### config.mk
export PLATFORM = sky130hd
export DESIGN_NAME = keccak_arbiter
export DESIGN_NICKNAME = d
export VERILOG_FILES = /design/src/rtl/keccak_arbiter.sv
export SDC_FILE = /design/constraint.sdc
export NUM_CORES = 1
export LEC_CHECK = 0
export CAP_MARGIN = 25
export CORE_AREA = 5 5 212 214
export DETAILED_ROUTE_END_ITERATION = 8
export DIE_AREA = 0 0 217 219
export GPL_TIMING_DRIVEN = 0
export HOLD_SLACK_MARGIN = 0.05
export PLACE_DENSITY = 0.42
export SLEW_MARGIN = 20
export SYNTH_ARGS = -nofsm -noshare
export SYNTH_HDL_FRONTEND = slang
export SYNTH_SLANG_ARGS = --single-unit
### constraint.sdc
create_clock -name clk -period 3.42 [get_ports clk]
set_clock_uncertainty 0.1 [all_clocks]
set_input_delay 1.026 -clock clk [delete_from_list [all_inputs] [get_ports clk]]
set_output_delay 1.026 -clock clk [all_outputs]
set_load 0.1 [all_outputs]
### src/rtl/keccak_arbiter.sv
// Round-robin arbiter that time-shares one keccak_core between NUM_REQ
// requesters. One job (start, absorb, squeeze, optional stop) runs at a time.
// The owner's sink stream is muxed to the core, and the core's digest is
// routed back to the owner only.

package keccak_pkg;
  localparam int DWIDTH            = 64;
  localparam int KEEP_WIDTH        = 8;
  localparam int MODE_SEL_WIDTH    = 2;
  localparam int MAX_OUTPUT_DWIDTH = 64;
endpackage

// Per-requester handshake gating: only the selected lane sees the core.
module keccak_arb_lane (
  input  logic sel,
  input  logic absorb,
  input  logic squeeze,
  input  logic core_t_ready_i,
  input  logic core_t_valid_i,
  output logic s_t_ready_o,
  output logic m_t_valid_o
);
  assign s_t_ready_o = sel & absorb  & core_t_ready_i;
  assign m_t_valid_o = sel & squeeze & core_t_valid_i;
endmodule

module keccak_arbiter
  import keccak_pkg::*;
#(
  parameter int NUM_REQ   = 4,
  parameter int STOP_HOLD = 128,
  localparam int OW = $clog2(NUM_REQ),
  localparam int CW = $clog2(STOP_HOLD + 1)
) (
  input  logic                                clk,
  input  logic                                rst,
  input  logic [NUM_REQ-1:0]                  req_i,
  input  logic [NUM_REQ*MODE_SEL_WIDTH-1:0]   req_mode_i,
  input  logic [NUM_REQ-1:0]                  req_stop_i,
  output logic [NUM_REQ-1:0]                  grant_o,
  input  logic [NUM_REQ*DWIDTH-1:0]           s_t_data_i,
  input  logic [NUM_REQ*KEEP_WIDTH-1:0]       s_t_keep_i,
  input  logic [NUM_REQ-1:0]                  s_t_valid_i,
  input  logic [NUM_REQ-1:0]                  s_t_last_i,
  output logic [NUM_REQ-1:0]                  s_t_ready_o,
  output logic [MAX_OUTPUT_DWIDTH-1:0]        m_t_data_o,
  output logic [KEEP_WIDTH-1:0]               m_t_keep_o,
  output logic                                m_t_last_o,
  output logic [NUM_REQ-1:0]                  m_t_valid_o,
  input  logic [NUM_REQ-1:0]                  m_t_ready_i,
  output logic                                core_start_o,
  output logic [MODE_SEL_WIDTH-1:0]           core_mode_o,
  output logic                                core_stop_o,
  output logic [DWIDTH-1:0]                   core_t_data_o,
  output logic [KEEP_WIDTH-1:0]               core_t_keep_o,
  output logic                                core_t_valid_o,
  output logic                                core_t_last_o,
  input  logic                                core_t_ready_i,
  input  logic [MAX_OUTPUT_DWIDTH-1:0]        core_t_data_i,
  input  logic [KEEP_WIDTH-1:0]               core_t_keep_i,
  input  logic                                core_t_valid_i,
  input  logic                                core_t_last_i,
  output logic                                core_t_ready_o,
  output logic                                busy_o,
  output logic [OW-1:0]                       owner_o
);

  typedef enum logic [2:0] {IDLE, START, ABSORB, SQUEEZE, STOP, RELEASE} state_t;

  state_t                    state_q, state_d;
  logic [OW-1:0]             owner_q, owner_d;
  logic [OW-1:0]             rr_q, rr_d;
  logic [CW-1:0]             cnt_q, cnt_d;
  logic [MODE_SEL_WIDTH-1:0] mode_q, mode_d;
  logic                      start_q, start_d;
  logic                      stop_q, stop_d;
  logic                      busy_q, busy_d;
  logic [NUM_REQ-1:0]        grant_q, grant_d;

  logic absorb, squeeze;
  assign absorb  = (state_q == ABSORB);
  assign squeeze = (state_q == SQUEEZE);

  // Next-state, arbitration and registered-output computation.
  always_comb begin
    logic found;
    int   idx;
    state_d = state_q;
    owner_d = owner_q;
    rr_d    = rr_q;
    cnt_d   = cnt_q;
    mode_d  = mode_q;
    found   = 1'b0;
    idx     = 0;
    case (state_q)
      IDLE: begin
        // First set request at or above rr_q, wrapping around.
        for (int k = 0; k < NUM_REQ; k++) begin
          idx = (int'(rr_q) + k) % NUM_REQ;
          if (!found && req_i[idx]) begin
            found   = 1'b1;
            owner_d = OW'(idx);
            mode_d  = req_mode_i[idx*MODE_SEL_WIDTH +: MODE_SEL_WIDTH];
            state_d = START;
          end
        end
      end
      START: state_d = ABSORB;
      ABSORB: begin
        if (s_t_valid_i[owner_q] & s_t_last_i[owner_q] & core_t_ready_i)
          state_d = SQUEEZE;
      end
      SQUEEZE: begin
        // Stop wins over a coincident last beat; that beat still passes through.
        if (req_stop_i[owner_q]) begin
          state_d = STOP;
          cnt_d   = CW'(STOP_HOLD - 1);
        end else if (core_t_valid_i & core_t_last_i & m_t_ready_i[owner_q]) begin
          state_d = RELEASE;
        end
      end
      STOP: begin
        if (cnt_q == '0) state_d = RELEASE;
        else             cnt_d   = cnt_q - 1'b1;
      end
      RELEASE: begin
        rr_d    = (int'(owner_q) == NUM_REQ - 1) ? '0 : owner_q + 1'b1;
        state_d = IDLE;
      end
      default: state_d = IDLE;
    endcase
    start_d = (state_d == START);
    stop_d  = (state_d == STOP);
    busy_d  = (state_d != IDLE);
    grant_d = (state_d != IDLE) ? (NUM_REQ'(1) << owner_d) : '0;
  end

  // State and registered outputs; reset abandons any job in flight.
  always_ff @(posedge clk or posedge rst) begin
    if (rst) begin
      state_q <= IDLE;
      owner_q <= '0;
      rr_q    <= '0;
      cnt_q   <= '0;
      mode_q  <= '0;
      start_q <= 1'b0;
      stop_q  <= 1'b0;
      busy_q  <= 1'b0;
      grant_q <= '0;
    end else begin
      state_q <= state_d;
      owner_q <= owner_d;
      rr_q    <= rr_d;
      cnt_q   <= cnt_d;
      mode_q  <= mode_d;
      start_q <= start_d;
      stop_q  <= stop_d;
      busy_q  <= busy_d;
      grant_q <= grant_d;
    end
  end

  assign core_start_o = start_q;
  assign core_stop_o  = stop_q;
  assign core_mode_o  = mode_q;
  assign busy_o       = busy_q;
  assign grant_o      = grant_q;
  assign owner_o      = owner_q;

  // Sink mux toward the core, live only while absorbing.
  always_comb begin
    core_t_data_o  = '0;
    core_t_keep_o  = '0;
    core_t_valid_o = 1'b0;
    core_t_last_o  = 1'b0;
    if (absorb) begin
      core_t_data_o  = s_t_data_i[owner_q*DWIDTH +: DWIDTH];
      core_t_keep_o  = s_t_keep_i[owner_q*KEEP_WIDTH +: KEEP_WIDTH];
      core_t_valid_o = s_t_valid_i[owner_q];
      core_t_last_o  = s_t_last_i[owner_q];
    end
  end

  // Digest broadcast; in STOP the core output is drained and dropped.
  always_comb begin
    m_t_data_o     = '0;
    m_t_keep_o     = '0;
    m_t_last_o     = 1'b0;
    core_t_ready_o = (state_q == STOP);
    if (squeeze) begin
      m_t_data_o     = core_t_data_i;
      m_t_keep_o     = core_t_keep_i;
      m_t_last_o     = core_t_last_i;
      core_t_ready_o = m_t_ready_i[owner_q];
    end
  end

  for (genvar i = 0; i < NUM_REQ; i++) begin : g_lane
    keccak_arb_lane u_lane (
      .sel            (owner_q == OW'(i)),
      .absorb         (absorb),
      .squeeze        (squeeze),
      .core_t_ready_i (core_t_ready_i),
      .core_t_valid_i (core_t_valid_i),
      .s_t_ready_o    (s_t_ready_o[i]),
      .m_t_valid_o    (m_t_valid_o[i])
    );
  end

endmodule

==> results.json <==
{
  "status": "finished clean",
  "finalCriticalPeriod_ps": 3410,
  "powerDensity_nw_per_um2": 1070,
  "tightest_slew_ps": 988,
  "power.leakage_uw": 0.00483,
  "irDropWorstVdd_mv": 0.547,
  "async_reset_ff_share_pct": 100,
  "numCtsBuffers": 3,
  "cts.sinks": 24,
  "track_usage_pct": 15.0,
  "final_area_um2": 11600,
  "gp_congestion": 0.845,
  "rsz0062_at_grt": "false",
  "syn_nets": 853,
  "rows": 76,
  "start_kind": "input pin",
  "synth_area_um2": 4480,
  "relSlewSlack_pct": 33.9,
  "arrival_ps": 2290,
  "min_from": "cnt_q[0]",
  "synth.distinct_cells": 52,
  "layout_common_cells": "335 x clkdlybuf4s50_1, 76 x mux4_2, 74 x and2_1",
  "clk_latency_ps": 260,
  "seqPwrFrac_pct": 4.4,
  "wire_per_inst_um": 24.5,
  "die_w_um": 217,
  "root_buffer": "clkbuf_16",
  "cp-end-kind": "primary output",
  "min_path_type": "reg -> reg",
  "placed_area_um2": 11100,
  "fmax_ghz": 0.293,
  "overflow": 0,
  "grt_pass1_wl_um": 51800,
  "ys.flop_type": "dfrtp_1",
  "first_iter_violations": 192,
  "final_common_cell": "clkdlybuf4s50_1",
  "place_inst": 1571,
  "worstSetupStartpoint": "s_t_data_i[234]",
  "p_int_uw": 4670,
  "clkPwrFrac_pct": 2.8,
  "final-hold-violation-count": 0,
  "ys_seq_area_share_pct": 13.4,
  "path_max_fanout": 1,
  "wirelength_um": 38500,
  "place_hpwl_um": 34800,
  "area_growth_pct": 158,
  "slowest_stage": "mux4_2",
  "cap_violations": 0,
  "drive_above_1_share_pct": 35.6,
  "p_switching_uw": 7700,
  "fp.dieH_um": 219,
  "synth.ff_latch_count": 24,
  "firstDrtPassIters": 4,
  "crit_type": "in -> out",
  "final_cells": 1568,
  "clockBufferDepth": 2,
  "core_area_um2": 42700,
  "fin_crit_sh_pct": 99.9,
  "port_buffers": 559,
  "switching_share_pct": 62.2,
  "r2r-start": "state_q[1]",
  "cts_tree": "yes",
  "grt_antenna_before_repair": 20,
  "cts_max_level": 1,
  "p_comb_share_pct": 92.9,
  "final_core_util_pct": 27.1,
  "crit_path_max_incr_delay_ps": 480,
  "crit_required_ps": 2290,
  "yosys_warnings": 0,
  "io_pins": 560,
  "final_max_slew_viol_count": 0,
  "routed-via-count": 6122,
  "fillCellCount": 4588,
  "clkSlewWorstSetupHoldPaths_ps": 70,
  "start_util_pct": 10.5,
  "grt_pass1_vias": 6554,
  "synth_cells": 455,
  "synth_edf_count": 0,
  "grt_max_degree": 25,
  "final_nets": 1419,
  "crit_chain": "clkdlybuf4s50_1 -> mux4_2 -> and2_4 -> buf_12",
  "vias_per_cell": 3.90,
  "drc": 0,
  "die_area_um2": 47500,
  "cts_setup_buffers": 0,
  "synth_area_per_cell_um2": 9.85,
  "setup_violations": 0,
  "postRouteAntennaNets": 0
}
power groups by stage:
stage	sequential (µW)	combinational, µW	clock (µW)
finish	541	11500	344
CTS	543	11200	351
global route	562	11900	364
global placement	547	10300	0
floorplan	904	7110	0
detailed placement	544	10600	0
state kept, by name, summed over array words and instances, names as in the netlist:
register / cells
core_mode_o: 2
cnt_q: 8
core_stop_o: 1
state_q: 3
grant_o: 4
busy_o: 1
owner_o: 2
core_start_o: 1
rr_q: 2
final timing paths:
kind / end / slack [ps] / depth (start not counted)
max: core_t_data_o[42] / 5 / 4
min: cnt_q[0] / 400 / 1
max reg2reg: grant_o[0] / 1160 / 4
min reg2reg: cnt_q[0] / 400 / 1
max in group asynchronous: owner_o[0] / 1790 / 2
min in group asynchronous: grant_o[1] / 1030 / 2
logic make-up (layout without fill, tap and decap cells):
logic type,count (synthesis),in the layout,share of synthesized area [%]
compound gates,48,48,7.42
buf+inv,63,628,6.50
simple gates,233,233,31.9
mux,77,77,38.4
fa+ha+maj,5,5,1.40
other cells,0,2,0
xor+xnor,5,5,0.977
flops,24,24,13.4
through the flow:
stage	hold WS, ps	setup WS (ps)	total power, µW	TNS, ps
after floorplan	355	200	8020	0
after global placement	377	-2000	10900	-160990
after detailed placement	392	-1450	11100	-119830
after CTS	401	-142	12100	-142
after global routing	418	0.120	12900	0
final	396	5.02	12400	0
cells in the mapped netlist (2+ instances only):
| cell type | number | share of area, % |
|---|---|---|
| or2_2 | 3 | 0.42 |
| dfrtp_1 | 24 | 13 |
| o2111ai_1 | 3 | 0.59 |
| buf_2 | 11 | 1.2 |
| inv_1 | 12 | 1.0 |
| mux4_2 | 76 | 38 |
| o21ai_0 | 9 | 1.0 |
| nor2_1 | 9 | 0.75 |
| or4b_1 | 2 | 0.45 |
| nor2b_1 | 3 | 0.42 |
| nor3_1 | 6 | 0.67 |
| and3_1 | 10 | 1.4 |
| a31oi_1 | 3 | 0.42 |
| ha_1 | 5 | 1.4 |
| nor3b_1 | 4 | 0.67 |
| o31ai_1 | 4 | 0.67 |
| or3_1 | 5 | 0.70 |
| nor4bb_1 | 2 | 0.45 |
| o21a_1 | 2 | 0.33 |
| buf_4 | 9 | 1.5 |
| nand2_1 | 20 | 1.7 |
| a21oi_1 | 11 | 1.2 |
| nand3_1 | 3 | 0.33 |
| nor4b_1 | 3 | 0.59 |
| o211ai_1 | 4 | 0.67 |
| nand3b_1 | 3 | 0.50 |
| and3b_1 | 2 | 0.39 |
| and2_1 | 148 | 21 |
| xnor2_1 | 4 | 0.78 |
| nor4_1 | 2 | 0.28 |
| nand2b_1 | 3 | 0.42 |
| clkbuf_1 | 30 | 2.5 |
critical path: cells and delay by family:
family,cells,cell delay (ps)
mux,1,480
buf+inv,2,610
simple gates,1,180
cell type report:
type	instances	area, µm²	area share [%]
timing repair buffer	561	6070	52.4
multi-input combinational	368	3760	32.5
tap	546	683	5.90
sequential	24	603	5.20
buffer	51	310	2.68
clock buffer	3	75.1	0.648
inverter	12	45.0	0.389
clock inverter	1	30.0	0.259
antenna	2	5.00	0.0432
routing by layer:
layer  share of wire [%]  vias up  global-route usage (%)
met5                0.30        -                       0
met3                 9.2       32                    5.04
li1                    -     2814                       -
met4                0.61       16                    1.05
met1                  39     2947                    18.1
met2                  51      313                    27.1
what timing repair did:
action                     in CTS  in global routing
setup endpoints to repair     156                117
hold buffers                    0                  0
pin swaps                       0                  0
gates resized for setup       983                221
No activity file was read; power rests on OpenSTA's default activity.
